<file path="src/rtl/uart_rx.sv">
// uart_rx: oversampling UART receiver that deframes serial bytes into a first-word-fall-through FIFO.
// Optional feature: define UART_RX_PARITY_EN to expect an even-parity bit before the stop bit.
module uart_rx #(
    parameter int DataLength      = 8,
    parameter int FifoDepth       = 8,
    parameter int OverSample      = 8,
    parameter int BaudRate        = 115200,
    parameter int SystemClockFreq = 50_000_000
) (
    input  logic                  i_clk,
    input  logic                  i_rst,
    input  logic                  i_rx,
    input  logic                  i_rx_req,
    output logic [DataLength-1:0] o_rx_data,
    output logic                  o_rx_rdy,
    output logic                  o_busy,
    output logic                  o_frame_err,
    output logic                  o_parity_err,
    output logic                  o_overrun
);
    localparam int DIV = SystemClockFreq / (BaudRate * OverSample);
    localparam int DW  = (DIV > 1) ? $clog2(DIV) : 1;
    localparam int TW  = $clog2(OverSample);
    localparam int BW  = $clog2(DataLength + 1);
    localparam int AW  = $clog2(FifoDepth);

    localparam logic [DW-1:0] DIV_LAST = DW'(DIV - 1);
    localparam logic [TW-1:0] T_HALF   = TW'(OverSample / 2 - 1);
    localparam logic [TW-1:0] T_FULL   = TW'(OverSample - 1);
    localparam logic [BW-1:0] B_LAST   = BW'(DataLength - 1);

    typedef enum logic [2:0] {
        S_IDLE,
        S_START,
        S_DATA,
`ifdef UART_RX_PARITY_EN
        S_PARITY,
`endif
        S_STOP
    } state_t;

    state_t                r_state;
    logic                  r_sync1;
    logic                  r_rx_s;
    logic [1:0]            r_sv;
    logic                  r_armed;
    logic [DW-1:0]         r_div_cnt;
    logic [TW-1:0]         r_tcnt;
    logic [BW-1:0]         r_bitcnt;
    logic [DataLength-1:0] r_shift;
    logic                  r_frame_err;
    logic                  r_overrun;
    logic [AW:0]           r_wr_ptr;
    logic [AW:0]           r_rd_ptr;
    logic [DataLength-1:0] r_mem [FifoDepth];
`ifdef UART_RX_PARITY_EN
    logic                  r_par_bad;
    logic                  r_parity_err;
`endif

    logic w_tick;
    logic w_start_det;
    logic w_stop_smp;
    logic w_push;
    logic w_pop;
    logic w_wr;
    logic w_empty;
    logic w_full;

    // Two-flop synchronizer; r_sv marks when r_rx_s reflects the real line after reset.
    always_ff @(posedge i_clk or posedge i_rst) begin
        if (i_rst) begin
            r_sync1 <= 1'b1;
            r_rx_s  <= 1'b1;
            r_sv    <= 2'b00;
            r_armed <= 1'b0;
        end else begin
            r_sync1 <= i_rx;
            r_rx_s  <= r_sync1;
            r_sv    <= {r_sv[0], 1'b1};
            if (r_sv[1] && r_rx_s)
                r_armed <= 1'b1;
        end
    end

    // Armed only after a genuine high has been seen, so a line held low through reset is ignored.
    assign w_start_det = (r_state == S_IDLE) && r_armed && !r_rx_s;
    assign w_tick      = (r_div_cnt == DIV_LAST);

    always_ff @(posedge i_clk or posedge i_rst) begin
        if (i_rst)
            r_div_cnt <= '0;
        else if (w_start_det || w_tick)
            r_div_cnt <= '0;
        else
            r_div_cnt <= r_div_cnt + 1'b1;
    end

    assign w_stop_smp = (r_state == S_STOP) && w_tick && (r_tcnt == T_FULL);
`ifdef UART_RX_PARITY_EN
    assign w_push     = w_stop_smp && r_rx_s && !r_par_bad;
`else
    assign w_push     = w_stop_smp && r_rx_s;
`endif

    always_ff @(posedge i_clk or posedge i_rst) begin
        if (i_rst) begin
            r_state     <= S_IDLE;
            r_tcnt      <= '0;
            r_bitcnt    <= '0;
            r_shift     <= '0;
            r_frame_err <= 1'b0;
`ifdef UART_RX_PARITY_EN
            r_par_bad    <= 1'b0;
            r_parity_err <= 1'b0;
`endif
        end else begin
            r_frame_err <= 1'b0;
`ifdef UART_RX_PARITY_EN
            r_parity_err <= 1'b0;
`endif
            case (r_state)
                S_IDLE: begin
                    if (w_start_det) begin
                        r_tcnt  <= '0;
                        r_state <= S_START;
                    end
                end
                S_START: begin
                    if (w_tick) begin
                        if (r_tcnt == T_HALF) begin
                            if (r_rx_s) begin
                                r_state <= S_IDLE;
                            end else begin
                                r_tcnt   <= '0;
                                r_bitcnt <= '0;
`ifdef UART_RX_PARITY_EN
                                r_par_bad <= 1'b0;
`endif
                                r_state  <= S_DATA;
                            end
                        end else begin
                            r_tcnt <= r_tcnt + 1'b1;
                        end
                    end
                end
                S_DATA: begin
                    if (w_tick) begin
                        if (r_tcnt == T_FULL) begin
                            r_tcnt   <= '0;
                            r_shift  <= {r_rx_s, r_shift[DataLength-1:1]};
                            r_bitcnt <= r_bitcnt + 1'b1;
                            if (r_bitcnt == B_LAST)
`ifdef UART_RX_PARITY_EN
                                r_state <= S_PARITY;
`else
                                r_state <= S_STOP;
`endif
                        end else begin
                            r_tcnt <= r_tcnt + 1'b1;
                        end
                    end
                end
`ifdef UART_RX_PARITY_EN
                S_PARITY: begin
                    if (w_tick) begin
                        if (r_tcnt == T_FULL) begin
                            r_tcnt    <= '0;
                            r_par_bad <= (r_rx_s != ^r_shift);
                            r_state   <= S_STOP;
                        end else begin
                            r_tcnt <= r_tcnt + 1'b1;
                        end
                    end
                end
`endif
                S_STOP: begin
                    if (w_tick) begin
                        if (r_tcnt == T_FULL) begin
                            r_tcnt  <= '0;
                            r_state <= S_IDLE;
                            if (!r_rx_s)
                                r_frame_err <= 1'b1;
`ifdef UART_RX_PARITY_EN
                            else if (r_par_bad)
                                r_parity_err <= 1'b1;
`endif
                        end else begin
                            r_tcnt <= r_tcnt + 1'b1;
                        end
                    end
                end
                default: r_state <= S_IDLE;
            endcase
        end
    end

    // FIFO: extra pointer bit separates full from empty; a pop frees the slot for a simultaneous push.
    assign w_empty = (r_wr_ptr == r_rd_ptr);
    assign w_full  = (r_wr_ptr[AW] != r_rd_ptr[AW]) && (r_wr_ptr[AW-1:0] == r_rd_ptr[AW-1:0]);
    assign w_pop   = i_rx_req && !w_empty;
    assign w_wr    = w_push && (!w_full || w_pop);

    always_ff @(posedge i_clk or posedge i_rst) begin
        if (i_rst) begin
            r_wr_ptr  <= '0;
            r_rd_ptr  <= '0;
            r_overrun <= 1'b0;
        end else begin
            r_overrun <= w_push && w_full && !w_pop;
            if (w_wr)
                r_wr_ptr <= r_wr_ptr + 1'b1;
            if (w_pop)
                r_rd_ptr <= r_rd_ptr + 1'b1;
        end
    end

    always_ff @(posedge i_clk) begin
        if (w_wr)
            r_mem[r_wr_ptr[AW-1:0]] <= r_shift;
    end

    assign o_rx_data   = w_empty ? '0 : r_mem[r_rd_ptr[AW-1:0]];
    assign o_rx_rdy    = !w_empty;
    assign o_busy      = (r_state != S_IDLE);
    assign o_frame_err = r_frame_err;
    assign o_overrun   = r_overrun;
`ifdef UART_RX_PARITY_EN
    assign o_parity_err = r_parity_err;
`else
    assign o_parity_err = 1'b0;
`endif

endmodule

</file>
<file path="config.mk">
export PLATFORM = sky130hd
export DESIGN_NAME = uart_rx
export DESIGN_NICKNAME = d
export VERILOG_FILES = /design/src/rtl/uart_rx.sv
export SDC_FILE = /design/constraint.sdc
export NUM_CORES = 1
export LEC_CHECK = 0
export ABC_AREA = 1
export CELL_PAD_IN_SITES_DETAIL_PLACEMENT = 0
export CELL_PAD_IN_SITES_GLOBAL_PLACEMENT = 1
export CORE_MARGIN = 3
export CORE_UTILIZATION = 45
export DETAILED_ROUTE_END_ITERATION = 7
export PLACE_DENSITY_LB_ADDON = 0.1
export SLEW_MARGIN = 15
export SYNTH_ARGS = -nofsm -noshare
export SYNTH_HDL_FRONTEND = slang
export SYNTH_SLANG_ARGS = --single-unit
export TNS_END_PERCENT = 5
</file>
<file path="constraint.sdc">
create_clock -name i_clk -period 5.3 [get_ports i_clk]
set_input_delay 0.53 -clock i_clk [delete_from_list [all_inputs] [get_ports i_clk]]
set_output_delay 0.53 -clock i_clk [all_outputs]
set_load 0.01 [all_outputs]
</file>
After elaboration in Yosys (flattened, before gate mapping)
Memory sizes are Yosys's and may differ from the RTL's.
Index checks and enable logic that the tools add are counted.
{"block": "classes", "add_sub_neg": 5, "eq_ne": 21, "mux": 31, "n_reduce_logical": 26}
{"operator": "$mux 3", "count": 14}
{"operator": "$mux 4", "count": 5}
{"operator": "$ne 2x2->1 const B", "count": 8}
{"operator": "$add 4x1->4 const B", "count": 3}
{"operator": "$pmux 3 s4", "count": 1}
{"operator": "$logic_and 1x1->1", "count": 11}
{"operator": "$eq 3x2->1 const B", "count": 3}
{"operator": "$pmux 3 s3", "count": 1}
{"operator": "$mux 8", "count": 1}
{"operator": "$pmux 4 s2", "count": 1}
{"operator": "$reduce_and 8->1", "count": 1}
{"operator": "$add 6x1->6 const B", "count": 1}
{"operator": "$eq 6x6->1 const B", "count": 1}
{"operator": "$mux 1", "count": 6}
{"operator": "$mux 6", "count": 1}
{"operator": "$reduce_and 6->1", "count": 1}
{"operator": "$reduce_bool 3->1", "count": 2}
{"operator": "$reduce_and 5->1", "count": 1}
{"operator": "$eq 4x3->1 const B", "count": 1}
{"operator": "$eq 4x4->1", "count": 1}
{"operator": "$logic_not 1->1", "count": 4}
{"operator": "$ne 2x1->1 const B", "count": 2}
{"operator": "$add 3x1->3 const B", "count": 1}
{"operator": "$eq 3x1->1 const B", "count": 1}
{"operator": "10 further kinds", "count": 11}
{"block": "word_totals", "register_bits": 39, "ramBits": 64, "in_bits": 4, "output_inout_bits": 13, "word_cells": 97, "n_memories": 1}
{"name": "r_mem", "words": 8, "word_bits": 8, "read_ports": 1, "rd_clocked_by_memory_dff": 0, "wr": 1, "line_no": "55", "rtl": "logic [DataLength-1:0] r_mem [FifoDepth];"}

Logic depth before layout (Yosys ltp)
{"block": "depth", "depth_word": 7, "ltp_mapped": 9, "mapped_depth_nobuf": 9}

Least setup slack after synthesis
No wires, ideal clock.
{"block": "synth_path", "path_kind": "reg-to-reg", "from": "register r_div_cnt[1]", "to": "memory r_mem[1][0], enable pin", "setup_time_ns": 0.370, "arrival_time_ns": 1.577, "required_time_ns": 4.930, "path_slack_ns": 3.352, "stages_incl_launch_ff": 9, "n_path_buf": 0, "synth_period_minus_slack_ns": 1.948, "path_cell_list": "dfrtp_1 > inv_1 > ha_1 > nand3_1 > nor2_4 > nand3_4 > nor2_8 > nand3_2 > nor2_1"}
{"block": "synth_between", "elab_chain_cells": 7}
{"item": "from (decl)", "line_no": "47", "rtl": "logic [DW-1:0] r_div_cnt;"}
{"item": "from (signal assigned)", "line_no": "96", "rtl": "r_div_cnt <= r_div_cnt + 1'b1;"}
{"item": "$eq 6x6->1", "line_no": "88", "rtl": "assign w_tick = (r_div_cnt == DIV_LAST);"}
{"item": "$logic_and 1x1->1 (2 in a row)", "line_no": "99", "rtl": "assign w_stop_smp = (r_state == S_STOP) && w_tick && (r_tcnt == T_FULL);"}
{"item": "$logic_and 1x1->1", "line_no": "103", "rtl": "assign w_push = w_stop_smp && r_rx_s;"}
{"item": "$logic_and 1x1->1", "line_no": "202", "rtl": "assign w_wr = w_push && (!w_full || w_pop);"}
{"item": "$mux 1", "line_no": "219", "rtl": "if (w_wr)"}
{"item": "$mux 1 (implied by the code)", "line_no": "220", "rtl": "r_mem[r_wr_ptr[AW-1:0]] <= r_shift;"}
{"item": "to (decl)", "line_no": "55"}
No other way between the ends.

Worst setup path after layout
{"block": "layout_path", "from": "register r_rd_ptr[1]", "to": "output o_rx_data[2]"}
{"block": "layout_between", "elab_chain_cells": 2, "word_cells_on_any_way": 3, "cone_classes": "eq/ne (1); mux (1); memory (1)"}
{"item": "from (decl)", "line_no": "54", "rtl": "logic [AW:0] r_rd_ptr;"}
{"item": "from (signal assigned)", "line_no": "214", "rtl": "r_rd_ptr <= r_rd_ptr + 1'b1;"}
{"item": "$mem_v2 8x8 or $eq 4x4->1 (tied branches)"}
{"item": "$mux 8 *", "line_no": "223", "rtl": "assign o_rx_data = w_empty ? '0 : r_mem[r_rd_ptr[AW-1:0]];"}
{"item": "to (decl)", "line_no": "14", "rtl": "output logic [DataLength-1:0] o_rx_data,"}
Every way passes the cells marked *; elsewhere a longest branch is shown, timed or not.

==> qor.txt <==
DETAILED ROUTING
---------------------------------------------------------------------------------
Via/cell ratio                                                               5.03
Number of DRC markers after the initial detailed-route iteration              161
Number of nets with antenna violations after routing                            0
WL/cell                                                                   14.8 um
Via total after detailed routing                                             2905
Detailed-route wire length                                                8570 um
1st-pass router iterations                                                      4
Post-route DRC                                                                  0

OUTCOME
---------------------------------------------------------------------------------
Run status                                                           finished clean

CLOCK TREE
---------------------------------------------------------------------------------
Clk_lat worst skew                                                         350 ps
Number of levels the H-tree was split into                                      3
Cts-stage hold buffer count                                                     0
Root buffer cell                                                         clkbuf_8
Clk sinks                                                                     102
Quantity of gates resized following cts                                         0
Maximum buffer depth of the clock tree                                          2
CTS tree                                                                    built
Post-CTS Setup Inserts                                                          0
Num CTS Buffers                                                                 9
Clock slew seen by the registers of the worst setup and hold paths         100 ps

POWER
---------------------------------------------------------------------------------
Power share of the clock group                                              29.6%
Pwr/cell area                                                         319 nW/um^2
Worst vdd rail ir drop                                                 0.000201 V
Pint                                                                      1.16 mW
Relative contribution of combinational cells to total power                 13.5%
Leakage                                                                   2.10 nW
Reg power frac                                                              56.8%
Net switching power of the design                                          430 uW
Net Sw Frac                                                                 27.0%

SYNTH
---------------------------------------------------------------------------------
Sequential fraction of the synthesis area                                   62.9%
Synthesized Nets                                                              439
Largest area contributor in the netlist                                  edfxtp_1
Unique masters post-synth                                                      38
Post-synthesis area per instance                                        10.7 um^2
Post-synth design cell area                                             4570 um^2
FF+latch count, synth                                                         102
Count of flip-flops with a built-in enable after synthesis                     64
Top cell type's share of synthesized area                                   42.0%
Gate Count Post-Synth                                                         426
Cell types with the largest area share after synthesis               edfxtp_1 (42%), dfrtp_1 (20%), nor2_1 (6.2%), nand2_1 (5.7%), o21ai_0 (4.8%)
Share of synthesized registers carrying an async set or reset               37.3%
Number of warning messages in the yosys log                                     0
Dominant register cell in the synthesized netlist                        edfxtp_1

STA
---------------------------------------------------------------------------------
Final Hold Viols                                                                0
Setup total negative slack                                                   0 ps
RSZ-0062 raised after global routing                                        false
Pin slew with the least headroom to its limit                              941 ps
Time the final worst path needs with I/O delays and setup                 3400 ps
Headroom to the max-slew limit                                              37.0%
Number of max-slew violations in the final report                               0
Final setup vio count                                                           0
Period Utilization, post-route                                              64.1%
Peak clock frequency supported by timing                                  294 MHz
Worst setup skew after layout                                             16.3 ps

PLACED DESIGN
---------------------------------------------------------------------------------
Placed Area                                                             4810 um^2
Count of input and output buffers                                              15
Count of placed standard cells including taps                                 561
Estimated wirelength of the detail-placed design                          5670 um
Global placement routability congestion                                     0.822

FINISH
---------------------------------------------------------------------------------
Fraction of final layout cells sized beyond drive strength 1                11.3%
Area growth syn-to-layout                                                   9.42%
Filler cells                                                                  912
Final-stage net count                                                         452
Ant diodes                                                                      0
Cell area after layout                                                  5000 um^2
Final instance count without filler cells                                     577
Final core area utilization                                                 50.9%

CRITICAL PATH
---------------------------------------------------------------------------------
Worst EP required                                                         4770 ps
Kind of start point of the critical path                                 register
Peak fanout along the critical path                                            29
Arrival time at the worst endpoint                                        2870 ps
CP max stage cell                                                         dfrtp_1
Critical path class                                                  register to primary output
Chain of cells forming the critical path                             inv_2 -> nand2_1 -> nand2_2 -> nor2_4 -> nand3_2 -> o21ai_1 -> nor2_1 -> clkdlybuf4s50_1
CP bufs+invs                                                                    2
Setup crit end kind                                                  primary output
Largest delay share family, worst path                                 flip-flops
Crit path largest cell delay                                               950 ps

JOB
---------------------------------------------------------------------------------
Maximum Capacitance Violations                                                  0

GLOBAL ROUTE
---------------------------------------------------------------------------------
Global route overflow                                                           0
Total global routing track utilization                                      16.2%
Wire length of the first global-routing pass                             14400 um
Initial antenna violation count                                                 0
Largest net degree at the start of global routing                              39
Vias in the first global route                                               2853

FLOORPLAN
---------------------------------------------------------------------------------
Die outline area                                                       11400 um^2
Initial standard-cell utilization of the core                               46.5%
Die width                                                                  107 um
Number of I/O pins                                                             17
Height of the chip                                                         107 um
Number of placement rows                                                       36
Core outline area                                                       9820 um^2

HOLD PATH
---------------------------------------------------------------------------------
Min-delay worst type                                                 register to register

synthesized netlist by cell type (3+ instances only):
cell type,count
buf_4,3
ha_1,9
nor2_1,76
nand2_2,4
xnor2_1,3
buf_2,7
inv_1,16
o21ai_1,16
nand2_1,69
nor2_4,3
dfrtp_1,36
nor2_2,5
nand3_1,23
inv_2,7
edfxtp_1,64
o22ai_1,8
xor2_1,3
o21ai_0,44
registers in the layout, indices dropped and copies added, names as in the netlist, 2 cells and up:
signal / count
r_bitcnt: 4
r_div_cnt: 6
r_mem: 64
r_rd_ptr: 4
r_shift: 8
r_state: 2
r_sv: 2
r_tcnt: 3
r_wr_ptr: 4
per-stage QoR:
stage          power, mW  hold WS [ps]  setup WS, ps
2_1_floorplan       1.09           331          3350
3_3_place_gp        1.14           332          2360
3_5_place_dp        1.14           336          2280
4_1_cts             1.61           359          1890
5_1_grt             1.68           363          1680
6_report            1.59           354          1900
cell usage in the layout, fill, tap and decap left out, types with 9 or more instances in the layout:
cell              n
clkbuf_8          9
clkdlybuf4s50_1  15
dfrtp_1          36
edfxtp_1         64
ha_1              9
inv_1            16
nand2_1          69
nand3_1          23
nor2_1           76
o21ai_0          44
o21ai_1          16
power by group through the flow:
| stage | logic [mW] | registers [mW] | clock network [mW] |
|---|---|---|---|
| after floorplan | 0.172 | 0.915 | 0 |
| after global placement | 0.215 | 0.922 | 0 |
| after detailed placement | 0.219 | 0.923 | 0 |
| after CTS | 0.220 | 0.906 | 0.484 |
| after global routing | 0.255 | 0.913 | 0.516 |
| final | 0.216 | 0.906 | 0.473 |
area by class of cell:
class | count | area, um^2 | area share (%)
tap | 133 | 166 | 3.33
timing repair buffer | 17 | 165 | 3.30
inverter | 23 | 86.3 | 1.73
clock buffer | 10 | 128 | 2.55
clock inverter | 6 | 62.6 | 1.25
multi-input combinational | 286 | 1520 | 30.3
sequential | 102 | 2880 | 57.5
worst paths after layout:
check / slack [ps] / endpoint / startpoint / cells after the start
hold reg to reg: 350 / r_sv[1] / r_sv[0] / 0
max in group asynchronous: 4340 / r_sync1 / i_rst / 3
setup / recovery: 1900 / o_rx_data[2] / r_rd_ptr[1] / 8
setup reg to reg: 2620 / r_mem[7][7] / r_rd_ptr[0] / 8
min in group asynchronous: 580 / r_rd_ptr[2] / i_rst / 3
hold / removal: 350 / r_sv[1] / r_sv[0] / 0
metal layers:
layer / GRT usage [%] / share of wire, % / vias to the layer above
li1: - / - / 1458
met1: 21.2 / 47 / 1390
met2: 27.2 / 49 / 46
met3: 2.59 / 2.6 / 11
met4: 5.94 / 1.5 / 0
met5: 0 / 0 / -
kinds of logic after synthesis:
| kind of cell | count (synthesis) | synth area share [%] |
|---|---|---|
| xor gates and xnor gates | 8 | 1.86 |
| DFF | 102 | 62.9 |
| buffers and inverters | 38 | 3.89 |
| and+or+nand+nor | 196 | 20.4 |
| adders and majority gates | 9 | 2.46 |
| other | 2 | 0.164 |
| AOI/OAI and AO/OA | 71 | 8.29 |
(Power assumes the default switching activity.)
